### src/rtl/max7219_pkg.sv
// Register map and Code-B segment table for the MAX7219-style link; shared by the
// receiver and the transmitter.
package max7219_pkg;

    localparam logic [3:0] REG_NOOP         = 4'h0;
    localparam logic [3:0] REG_DIGIT_FIRST  = 4'h1;
    localparam logic [3:0] REG_DIGIT_LAST   = 4'h8;
    localparam logic [3:0] REG_DECODE_MODE  = 4'h9;
    localparam logic [3:0] REG_INTENSITY    = 4'hA;
    localparam logic [3:0] REG_SCAN_LIMIT   = 4'hB;
    localparam logic [3:0] REG_SHUTDOWN     = 4'hC;
    localparam logic [3:0] REG_UNUSED_D     = 4'hD;
    localparam logic [3:0] REG_UNUSED_E     = 4'hE;
    localparam logic [3:0] REG_DISPLAY_TEST = 4'hF;

    localparam int FRAME_BITS = 16;

    typedef enum logic [2:0] {
        ST_WARMUP,
        ST_WAIT_IDLE,
        ST_IDLE,
        ST_FRAME,
        ST_EVAL
    } rx_state_t;

    // Segment order is A..G from bit 6 down to bit 0.
    function automatic logic [6:0] codeb_segments(input logic [3:0] code);
        logic [6:0] seg;
        case (code)
            4'h0:    seg = 7'h7E;
            4'h1:    seg = 7'h30;
            4'h2:    seg = 7'h6D;
            4'h3:    seg = 7'h79;
            4'h4:    seg = 7'h33;
            4'h5:    seg = 7'h5B;
            4'h6:    seg = 7'h5F;
            4'h7:    seg = 7'h70;
            4'h8:    seg = 7'h7F;
            4'h9:    seg = 7'h7B;
            4'hA:    seg = 7'h01;
            4'hB:    seg = 7'h4F;
            4'hC:    seg = 7'h37;
            4'hD:    seg = 7'h0E;
            4'hE:    seg = 7'h67;
            default: seg = 7'h00;
        endcase
        return seg;
    endfunction

endpackage

### src/rtl/max7219_codeb.sv
// Code-B decoder for one digit: DP passes through on bit 7, bits 6..0 drive segments A..G.
module max7219_codeb
    import max7219_pkg::*;
(
    input  logic       dp,
    input  logic [3:0] code,
    output logic [7:0] seg
);

    assign seg = {dp, codeb_segments(code)};

endmodule

### src/rtl/max7219_rx.sv
// MAX7219-compatible serial receiver with register file and daisy-chain output.
// Define MAX7219_RX_DECODE_EN to enable per-digit Code-B decoding of the digit outputs.
module max7219_rx
    import max7219_pkg::*;
#(
    parameter int SYNC_STAGES = 2
) (
    input  logic        clk,
    input  logic        rst_n,
    input  logic        sclk,
    input  logic        mosi,
    input  logic        sel,
    output logic        dout,
    output logic [63:0] digits,
    output logic [7:0]  decode_mode,
    output logic [3:0]  intensity,
    output logic [2:0]  scan_limit,
    output logic        shutdown,
    output logic        display_test,
    output logic        frame_valid,
    output logic        frame_err
);

    logic [SYNC_STAGES-1:0] sclk_sync, mosi_sync, sel_sync, warm_sr;
    logic                   sclk_q, sel_q;
    logic                   sclk_s, mosi_s, sel_s, warm_done;
    logic                   sclk_rise, sclk_fall, sel_rise, sel_fall;
    logic                   frame_active, sclk_take;

    logic [15:0]            shreg;
    logic [4:0]             bit_cnt;
    logic [7:0][7:0]        digit_raw;
    logic                   do_eval, accept;
    logic [3:0]             addr;
    logic [7:0]             data;

    rx_state_t              state, state_nxt;

    assign sclk_s    = sclk_sync[SYNC_STAGES-1];
    assign mosi_s    = mosi_sync[SYNC_STAGES-1];
    assign sel_s     = sel_sync[SYNC_STAGES-1];
    assign warm_done = warm_sr[SYNC_STAGES-1];

    assign sclk_rise = sclk_s & ~sclk_q;
    assign sclk_fall = ~sclk_s & sclk_q;
    assign sel_rise  = sel_s & ~sel_q;
    assign sel_fall  = ~sel_s & sel_q;

    // The cycle in which sel rises still belongs to the frame, so a coincident
    // sclk edge is counted before the frame is evaluated.
    assign frame_active = ~sel_s | ~sel_q;
    assign sclk_take    = sclk_rise & frame_active;

    // warm_sr marks when the synchronizer outputs hold real pin samples rather
    // than the reset fill, so a sel already low at reset is not seen as a new frame.
    always_ff @(posedge clk) begin
        // NOTE: sequential state uses non-blocking assignments so every flop
        // samples the pre-edge values regardless of statement order.
        if (!rst_n) begin
            sclk_sync <= '0;
            mosi_sync <= '0;
            sel_sync  <= '1;
            warm_sr   <= '0;
            sclk_q    <= 1'b0;
            sel_q     <= 1'b1;
        end else begin
            sclk_sync <= {sclk_sync[SYNC_STAGES-2:0], sclk};
            mosi_sync <= {mosi_sync[SYNC_STAGES-2:0], mosi};
            sel_sync  <= {sel_sync[SYNC_STAGES-2:0], sel};
            warm_sr   <= {warm_sr[SYNC_STAGES-2:0], 1'b1};
            sclk_q    <= sclk_s;
            sel_q     <= sel_s;
        end
    end

    always_ff @(posedge clk) begin
        if (!rst_n) state <= ST_WARMUP;
        else        state <= state_nxt;
    end

    always_comb begin
        // NOTE: defaults first so no path leaves a variable unassigned and
        // infers a latch.
        state_nxt = state;
        do_eval   = 1'b0;
        case (state)
            ST_WARMUP:    if (warm_done) state_nxt = sel_s ? ST_IDLE : ST_WAIT_IDLE;
            ST_WAIT_IDLE: if (sel_s) state_nxt = ST_IDLE;
            ST_IDLE:      if (sel_fall) state_nxt = ST_FRAME;
            ST_FRAME:     if (sel_rise) state_nxt = ST_EVAL;
            ST_EVAL: begin
                do_eval   = 1'b1;
                state_nxt = sel_fall ? ST_FRAME : ST_IDLE;
            end
            default:      state_nxt = ST_WARMUP;
        endcase
    end

    assign addr   = shreg[11:8];
    assign data   = shreg[7:0];
    assign accept = do_eval & (bit_cnt >= 5'(FRAME_BITS));

    always_ff @(posedge clk) begin
        // NOTE: the digit storage is explicitly reset; a power-up display must
        // come up blank rather than showing whatever the flops hold.
        if (!rst_n) begin
            shreg        <= '0;
            bit_cnt      <= '0;
            dout         <= 1'b0;
            digit_raw    <= '0;
            decode_mode  <= '0;
            intensity    <= '0;
            scan_limit   <= '0;
            shutdown     <= 1'b1;
            display_test <= 1'b0;
            frame_valid  <= 1'b0;
            frame_err    <= 1'b0;
        end else begin
            if (sclk_take) begin
                shreg   <= {shreg[14:0], mosi_s};
                bit_cnt <= sel_fall ? 5'd1 : ((bit_cnt == 5'd31) ? 5'd31 : bit_cnt + 5'd1);
            end else if (sel_fall) begin
                bit_cnt <= '0;
            end

            if (sclk_fall && frame_active) dout <= shreg[15];

            frame_valid <= accept;
            frame_err   <= do_eval & ~accept;

            if (accept) begin
                case (addr)
                    REG_DECODE_MODE:  decode_mode  <= data;
                    REG_INTENSITY:    intensity    <= data[3:0];
                    REG_SCAN_LIMIT:   scan_limit   <= data[2:0];
                    REG_SHUTDOWN:     shutdown     <= ~data[0];
                    REG_DISPLAY_TEST: display_test <= data[0];
                    default: begin
                        if (addr >= REG_DIGIT_FIRST && addr <= REG_DIGIT_LAST)
                            digit_raw[3'(addr - 4'd1)] <= data;
                    end
                endcase
            end
        end
    end

`ifdef MAX7219_RX_DECODE_EN
    for (genvar n = 0; n < 8; n++) begin : g_digit
        logic [7:0] seg;
        max7219_codeb u_codeb (
            .dp   (digit_raw[n][7]),
            .code (digit_raw[n][3:0]),
            .seg  (seg)
        );
        assign digits[8*n +: 8] = decode_mode[n] ? seg : digit_raw[n];
    end
`else
    assign digits = digit_raw;
`endif

endmodule

### config.mk
export PLATFORM = sky130hd
export DESIGN_NAME = max7219_rx
export DESIGN_NICKNAME = d
export VERILOG_FILES = /design/src/rtl/max7219_pkg.sv /design/src/rtl/max7219_codeb.sv /design/src/rtl/max7219_rx.sv
export SDC_FILE = /design/constraint.sdc
export NUM_CORES = 1
export LEC_CHECK = 0
export BUFFER_PORTS_ARGS = -buffer_cell sky130_fd_sc_hd__clkbuf_2
export CAP_MARGIN = 20
export CORE_ASPECT_RATIO = 0.8
export CORE_MARGIN = 2
export CORE_UTILIZATION = 49
export DETAILED_ROUTE_END_ITERATION = 7
export HOLD_SLACK_MARGIN = 0.06
export PLACE_DENSITY = 0.7
export SYNTH_ARGS = -nofsm -noshare
export SYNTH_HDL_FRONTEND = slang
export SYNTH_SLANG_ARGS = --single-unit
### constraint.sdc
create_clock -name clk -period 2.75 [get_ports clk]
set_input_delay 0.1375 -clock clk [delete_from_list [all_inputs] [get_ports clk]]
set_output_delay 0.1375 -clock clk [all_outputs]
set_load 0.02 [all_outputs]
==> summary.md, run 1 <==
| Metric | Value |
|---|---|
| Mux contribution to synthesized area | 17.6% |
| Leak | 2.30 nW |
| # nets final | 555 |
| Yosys reg bits | 118 |
| Busiest grt layer | met2 |
| Final Cell Area | ~5800 µm² |
| TritonCTS Buffers | 17 |
| Placed insts | ~640 |
| GRT Residual Overflow | 0 |
| Critical Path RT | just over 3 ns |
| Main combinational cell family by area after synthesis | simple AND/OR/NAND/NOR gates |
| Sink Count | between 100 and 150 |
| CTS Buffer Depth | 2 |
| Synth top area share | between 50 and 60% |
| Final antenna-violating net count | 0 |
| Number of global-route vias before repair | ~3,400 |
| Endpoint of the worst hold path | shutdown$_SDFFE_PN1P_ |
| Root Driver | clkbuf_16 |
| H-Tree Depth | 4 |
| Detailed-route via count | 3,476 |
| Worst path cell trace | inv_1, ha_1, nor2b_1, or3_1, nor4_4, mux2i_1 |
| Met1 Use GR | roughly 29% |
| Initial antenna violation count | 0 |
| EDFF count, synth | 0 |
| Top FF cell, synth | dfxtp_1 |
| Asr flop ratio synth | 0% |
| GR Util met2 | ~32% |
| Hold slack | around 0.22 ns |
| Worst setup SP type | flip-flop |
| Hold path depth | 2 |
| Hpwl dp | between 7000 and 8000 µm |
| Final Routed Wirelength | 10,700 µm |
| Die ar. | a little over 10,000 µm² |
| Final Max Tran Viols | 0 |
| Layout cells sized above 1 | between 20% and 30% |
| Setup crit end kind | flip-flop |
| Routing usage on met3 | roughly 8.5% |
| Reg2reg path depth | 6 |
| Layout filler cell count | about 740 |
| Initial core utilization | around half |
| Post-CTS Resized | 0 |
| Fmax | between 400 and 500 MHz |
| Clock Pin Slew Worst Setup and Hold Paths | approximately 0.05 ns |
| Post-Synthesis Cells | around 450 |
| Most common cell in the netlist | dfxtp_1 |
| Diode count | 0 |
| Synth Area in Adders | 1.36% |
| Die Span Y | 90.8 µm |
| Setup ws final | ~0.32 ns |
| Synthesized area | around 4600 µm² |
| Crit path max-delay family | simple AND/OR/NAND/NOR gates |
| Global-route usage over all layers | between 20% and 30% |
| Clock latency on the worst-skew pair | slightly above 0.4 ns |
| Yosys top cell by area | dfxtp_1 |
| WL/cell | 15.9 µm |
| RR Startpoint | shreg[8]$_SDFFE_PN0P_ |
| Dpl ws | 0.314 ns |
| Final setup viols | 0 |
| Largest net degree at the start of global routing | 59 |
| Layout area overhead | 24.9% |
| Sum Neg Setup Slack | 0 ns |
| Post-synth cell types | 44 |
| Via/cell ratio | roughly 5.2 |
| YS warnings | 0 |
| Critical R2R Capture | digits[16]$_SDFFE_PN0P_ |
| Iter 0 DRT Violations | between 200 and 300 |
| Max-cap violation count | 0 |
| Unrepaired setup endpoints after global routing | false |
| CP peak stage delay | between 0.6 and 0.7 ns |
| Post-synthesis simple-gate area fraction | about a fifth |
| TritonCTS clock tree | yes |
| Synth Area in Compound Gates | approximately 7.5% |
| CORE AREA | 9110 µm² |
| Top Ports | around 90 |
| Port Buf Inserts | around 90 |
| Worst Max-Slew Pin Slew | about 0.87 ns |
| Status | finished, final reports clean |
| Data arrival, critical path | around 2.8 ns |
| Synth Net Count | between 400 and 500 |
| Hold Path Origin | rst_n |
| Seq/Total Area, Yosys | roughly half |
| Syn_area_per_cell | just over 10 µm² |
| Gp weighted congestion | between 0.7 and 0.8 |
| Std cell rows | 31 |
| First-pass GRT wire length | roughly 17,000 µm |
| Post-synthesis xor/xnor area fraction | 0% |
| Drt pass-1 iters | 4 |
| Min-Delay Path Class | input pin to flip-flop |
| Worst Path Buf+Inv | 1 |
| DRC errors left | 0 |
| Final hold violation count | 0 |
| Peak supply drop | about 0.00067 V |
| Power Dens Cells | just under 700 nW/µm² |
| Synth top cells by count | dfxtp_1 (118), nand2_1 (116), mux2i_1 (81), nor2b_1 (22), clkbuf_1 (17) |
| Die width | roughly 110 µm |
| Crit Path Max Fanout | 8 |
| Post-layout min period | between 2 and 2.5 ns |
| Finished Layout Cells | 673 |
| Setup Crit Path Kind | flip-flop to flip-flop |
| R2r setup slk | between 0.3 and 0.4 ns |
| Final Skew | between 0.007 and 0.008 ns |
| Slowest cell on crit path | nor4_4 |
| Synth top area cells | dfxtp_1 (51%), mux2i_1 (18%), nand2_1 (9.4%), nor2b_1 (3.0%), a2111oi_4 (1.8%) |
| Post-CTS setup buffers | 0 |
| Tcrit/Tclk final | 88.5% |
| Cell Area, Placed | 5130 µm² |
| Slew HR | roughly 42% |
[report_power, final]
part | total [mW] | switching (mW) | internal, mW
Combinational | 0.0626 | 0.0380 | 0.0247
Clock | 2.19 | 0.731 | 1.46
Sequential | 1.73 | 0.00960 | 1.72
Total | 3.99 | 0.778 | 3.21
[timing repair]
action,4_1_cts,5_1_grt
hold endpoints to repair,3,0
setup endpoints to repair,0,0
hold buffers,3,0
[placed cells by master, fill, tap and decap left out, types with 7 or more instances in the layout]
| cell type | synthesis | layout |
|---|---|---|
| a21boi_0 | 11 | 11 |
| a21oi_1 | 8 | 8 |
| and2_1 | 7 | 7 |
| buf_4 | 2 | 7 |
| clkbuf_16 | 0 | 17 |
| clkbuf_2 | 0 | 87 |
| dfxtp_1 | 118 | 118 |
| mux2i_1 | 81 | 81 |
| nand2_1 | 116 | 116 |
| nand2b_1 | 7 | 7 |
| nor2b_1 | 22 | 22 |
[stage by stage]
step	power, mW	util [%]
floorplan	1.81	-
global placement	1.82	56.3
detailed placement	1.83	56.3
CTS	4.02	63.2
global route	4.12	63.2
finish	3.99	63.2
[metal layers]
layer / vias to the layer above / wire [µm]
li1: 1714 / -
met1: 1662 / 5060
met2: 94 / 4870
met3: 6 / 677
met4: 0 / 74
met5: - / 0
[worst max-delay path by stage]
stage | slack (ns) | cells past startpoint | end | startpoint
finish | 0.32 | 6 | digits[16]$_SDFFE_PN0P_ | shreg[8]$_SDFFE_PN0P_
global route | 0.18 | 6 | digits[17]$_SDFFE_PN0P_ | shreg[9]$_SDFFE_PN0P_
CTS | 0.31 | 6 | digits[16]$_SDFFE_PN0P_ | shreg[8]$_SDFFE_PN0P_
detailed placement | 0.31 | 6 | digits[16]$_SDFFE_PN0P_ | shreg[9]$_SDFFE_PN0P_
global placement | 0.44 | 6 | digits[19]$_SDFFE_PN0P_ | shreg[8]$_SDFFE_PN0P_
floorplan | 0.21 | 7 | digits[40]$_SDFFE_PN0P_ | shreg[8]$_SDFFE_PN0P_
[logic make-up after synthesis]
logic type | count (synthesis)
mux | 81
fa+ha+maj | 5
buf+inv | 29
compound gates | 38
simple gates | 182
flops | 118
[cell type report]
cell class | count | area, µm² | area share (%)
Sequential cell | 118 | 2360 | 41.0
Multi-Input combinational cell | 306 | 2120 | 36.9
Timing Repair Buffer | 97 | 518 | 9.00
Clock buffer | 23 | 468 | 8.13
Tap cell | 115 | 144 | 2.50
Clock inverter | 9 | 125 | 2.17
Inverter | 5 | 18.8 | 0.326
[flip-flops by register name, summed over array words and instances, names as in the netlist, 3 cells and up]
signal / flops
digits: 64
bit_cnt: 5
shreg: 16
state: 3
scan_limit: 3
intensity: 4
decode_mode: 8
No activity file was read; power rests on OpenSTA's default activity.
==> run 2, diff against run 1 <==
--- a/config.mk
+++ b/config.mk
@@ -10,6 +10,7 @@
 export CORE_ASPECT_RATIO = 0.8
 export CORE_MARGIN = 2
 export CORE_UTILIZATION = 49
+export CTS_BUF_LIST = sky130_fd_sc_hd__clkbuf_2
 export DETAILED_ROUTE_END_ITERATION = 7
 export HOLD_SLACK_MARGIN = 0.06
 export PLACE_DENSITY = 0.7
==> summary.md, run 2 (synthesis gave the netlist of run 1 again) <==
| Metric | Value |
|---|---|
| Largest net degree at the start of global routing | 59 (unchanged) |
| Final Routed Wirelength | 10,300 µm (-3.6%) |
| TritonCTS clock tree | yes |
| Max reg flops | 64 (unchanged) |
| Die width | 112 µm (unchanged) |
| Crit Path Max Fanout | 8 (unchanged) |
| DRC errors left | 0 (unchanged) |
| Final antenna-violating net count | 0 (unchanged) |
| WL/cell | 15.3 µm (-3.8%) |
| Die ar. | 10,200 µm² (unchanged) |
| Fmax | 411 MHz (about the same) |
| Storage element area | 2360 µm² (unchanged) |
| Top Ports | 89 (unchanged) |
| Cell Area, Placed | 5130 µm² (unchanged) |
| Worst Setup EP | digits[16]$_SDFFE_PN0P_ |
| Number of global-route vias before repair | 3,343 (-1.7%) |
| Final Cell Area | 5410 µm² (-6.0%) |
| TritonCTS Buffers | 17 (unchanged) |
| Initial antenna violation count | 0 (unchanged) |
| Clock Power Share | 38.3% (-17 points) |
| Layout area overhead | 17.4% |
| Clock latency on the worst-skew pair | 0.65 ns (+0.24 ns) |
| Post-layout min period | 2.43 ns (+0.00206 ns) |
| Final Max Tran Viols | 0 (unchanged) |
| Busiest grt layer | met2 |
| GRT Residual Overflow | 0 (unchanged) |
| Data arrival, critical path | 3.02 ns (+0.26 ns) |
| Switching power | 0.653 mW (-16%) |
| Leak | 2.16 nW (-5.8%) |
| Die Span Y | 90.8 µm (unchanged) |
| CTS Buffer Depth | 2 (unchanged) |
| Hold slack | 0.205 ns (-0.0169 ns) |
| Sw Ratio | 22.5% (+2.9 points) |
| Area of the multi-input gates | 2120 µm² (unchanged) |
| # nets final | 556 (+0.18%) |
| Iter 0 DRT Violations | 214 (-22%) |
| Critical Path RT | 3.33 ns (+0.25 ns) |
| Slew HR | 40.8% (-1.3 points) |
| Met1 Use GR | 28.3% (-0.98 points) |
| Port Buf Inserts | 88 (unchanged) |
| Root Driver | clkbuf_2 |
| Sink Count | 118 (unchanged) |
| RR Startpoint | shreg[9]$_SDFFE_PN0P_ |
| Final setup viols | 0 (unchanged) |
| Sequential group share of total power | 59.5% (+16 points) |
| Clock Pin Slew Worst Setup and Hold Paths | 0.16 ns (+0.11 ns) |
| Critical Path Start | shreg[9]$_SDFFE_PN0P_ |
| Gp weighted congestion | 0.733 (unchanged) |
| Initial core utilization | 50.6% (unchanged) |
| Std cell rows | 31 (unchanged) |
| Status | finished, final reports clean |
| Cell internal pwr | 2.26 mW (-30%) |
| Power Dens Cells | 537 nW/µm² (-22%) |
| CORE AREA | 9110 µm² (unchanged) |
| Detailed-route via count | 3,458 (-0.52%) |
| Tcrit/Tclk final | 88.5% (about the same) |
| Setup Crit Path Kind | flip-flop to flip-flop |
| Final Skew | 0.0217 ns (+0.0143 ns) |
| Setup crit end kind | flip-flop |
| Drt pass-1 iters | 7 (+3) |
| Via/cell ratio | 5.13 (-0.67%) |
| Layout cells sized above 1 | 24.3% (+0.31 points) |
| Peak supply drop | 0.000400 V (-40%) |
| Final core occ | 59.4% (-3.8 points) |
| Min-Delay Path Class | input pin to flip-flop |
| Routing usage on met3 | 7.72% (-0.81 points) |
| Diode count | 0 (unchanged) |
| Reg2reg path depth | 6 (unchanged) |
| Sum Neg Setup Slack | 0 ns (unchanged) |
| Final hold violation count | 0 (unchanged) |
| Unrepaired setup endpoints after global routing | false |
| Finished Layout Cells | 674 (+0.15%) |
| Comb pwr share | 2.2% (+0.6 points) |
| Placed insts | 638 (unchanged) |
| R2r setup slk | 0.32 ns (about the same) |
| H-Tree Depth | 4 (unchanged) |
| Worst Max-Slew Pin Slew | 0.886 ns (+0.0190 ns) |
| Hpwl dp | 7060 µm (unchanged) |
| Most frequent cells in the layout | dfxtp_1 (118), nand2_1 (116), clkbuf_2 (108), mux2i_1 (81), nor2b_1 (22) |
| Worst setup SP type | flip-flop |
| Commonest non-fill, non-tap cell in the layout | dfxtp_1 |
| Max-cap violation count | 0 (unchanged) |
| Layout filler cell count | 789 (+6.8%) |
| First-pass GRT wire length | 16,700 µm (-3.0%) |
| Global-route usage over all layers | 21.0% (-0.71 points) |
| GR Util met2 | 31.1% (-1.2 points) |
| Critical R2R Capture | digits[16]$_SDFFE_PN0P_ |
| Post-CTS setup buffers | 0 (unchanged) |
==> run 2: worst min path at each step <==
stage	slack, ns	cells after the start	end	start
after global routing	0.14	3	sel_sync[0]$_SDFF_PN1_	sel
final	0.21	3	sel_sync[0]$_SDFF_PN1_	sel
after global placement	0.33	2	sel_sync[0]$_SDFF_PN1_	sel
after floorplan	0.17	0	warm_sr[0]$_DFF_P_	rst_n
after CTS	0.16	3	sel_sync[0]$_SDFF_PN1_	sel
after detailed placement	0.33	2	sel_sync[0]$_SDFF_PN1_	sel
==> run 2: routing by layer <==
metal  wire length (µm)  up-vias  share of wire [%]
met1               5070     1645                 49
met2               4560       87                 44
met4                 74        0               0.72
met5                  0        -                  0
li1                   -     1717                  -
met3                589        9                5.7
==> run 2: what timing repair did <==
| item | 4_1_cts | 5_1_grt |
|---|---|---|
| resized for setup | 0 | 0 |
| endpoints found under the hold margin | 50 | 0 |
| hold buffers | 4 | 0 |
==> run 2: power by group through the flow <==
stage	clock [mW]	sequential, mW	combinational (mW)
finish	1.11	1.73	0.0633
global route	1.23	1.73	0.0712
CTS	1.15	1.73	0.0643
detailed placement	0	1.77	0.0596
global placement	0	1.77	0.0584
floorplan	0	1.76	0.0522
==> run 2: final cells by class <==
cell class | instances | share of cell area, %
Multi-Input combinational cell | 306 | 39.2
Clock inverter | 11 | 2.45
Clock buffer | 21 | 1.94
Tap cell | 115 | 2.66
Timing Repair Buffer | 98 | 9.75
Inverter | 5 | 0.347
Sequential cell | 118 | 43.6
==> run 2: through the flow <==
step	power (mW)	worst slack [ns]
global placement	1.82	0.438
global route	3.04	0.173
finish	2.91	0.315
CTS	2.94	0.297
detailed placement	1.83	0.314
floorplan	1.81	0.211
==> run 2: worst max-delay path, cell delays in order, from the launching register on <==
cell	delay (ns)
dfxtp_1	0.44
inv_1	0.08
ha_1	0.21
nor2b_1	0.15
or3_1	0.53
nor4_4	0.69
mux2i_1	0.27
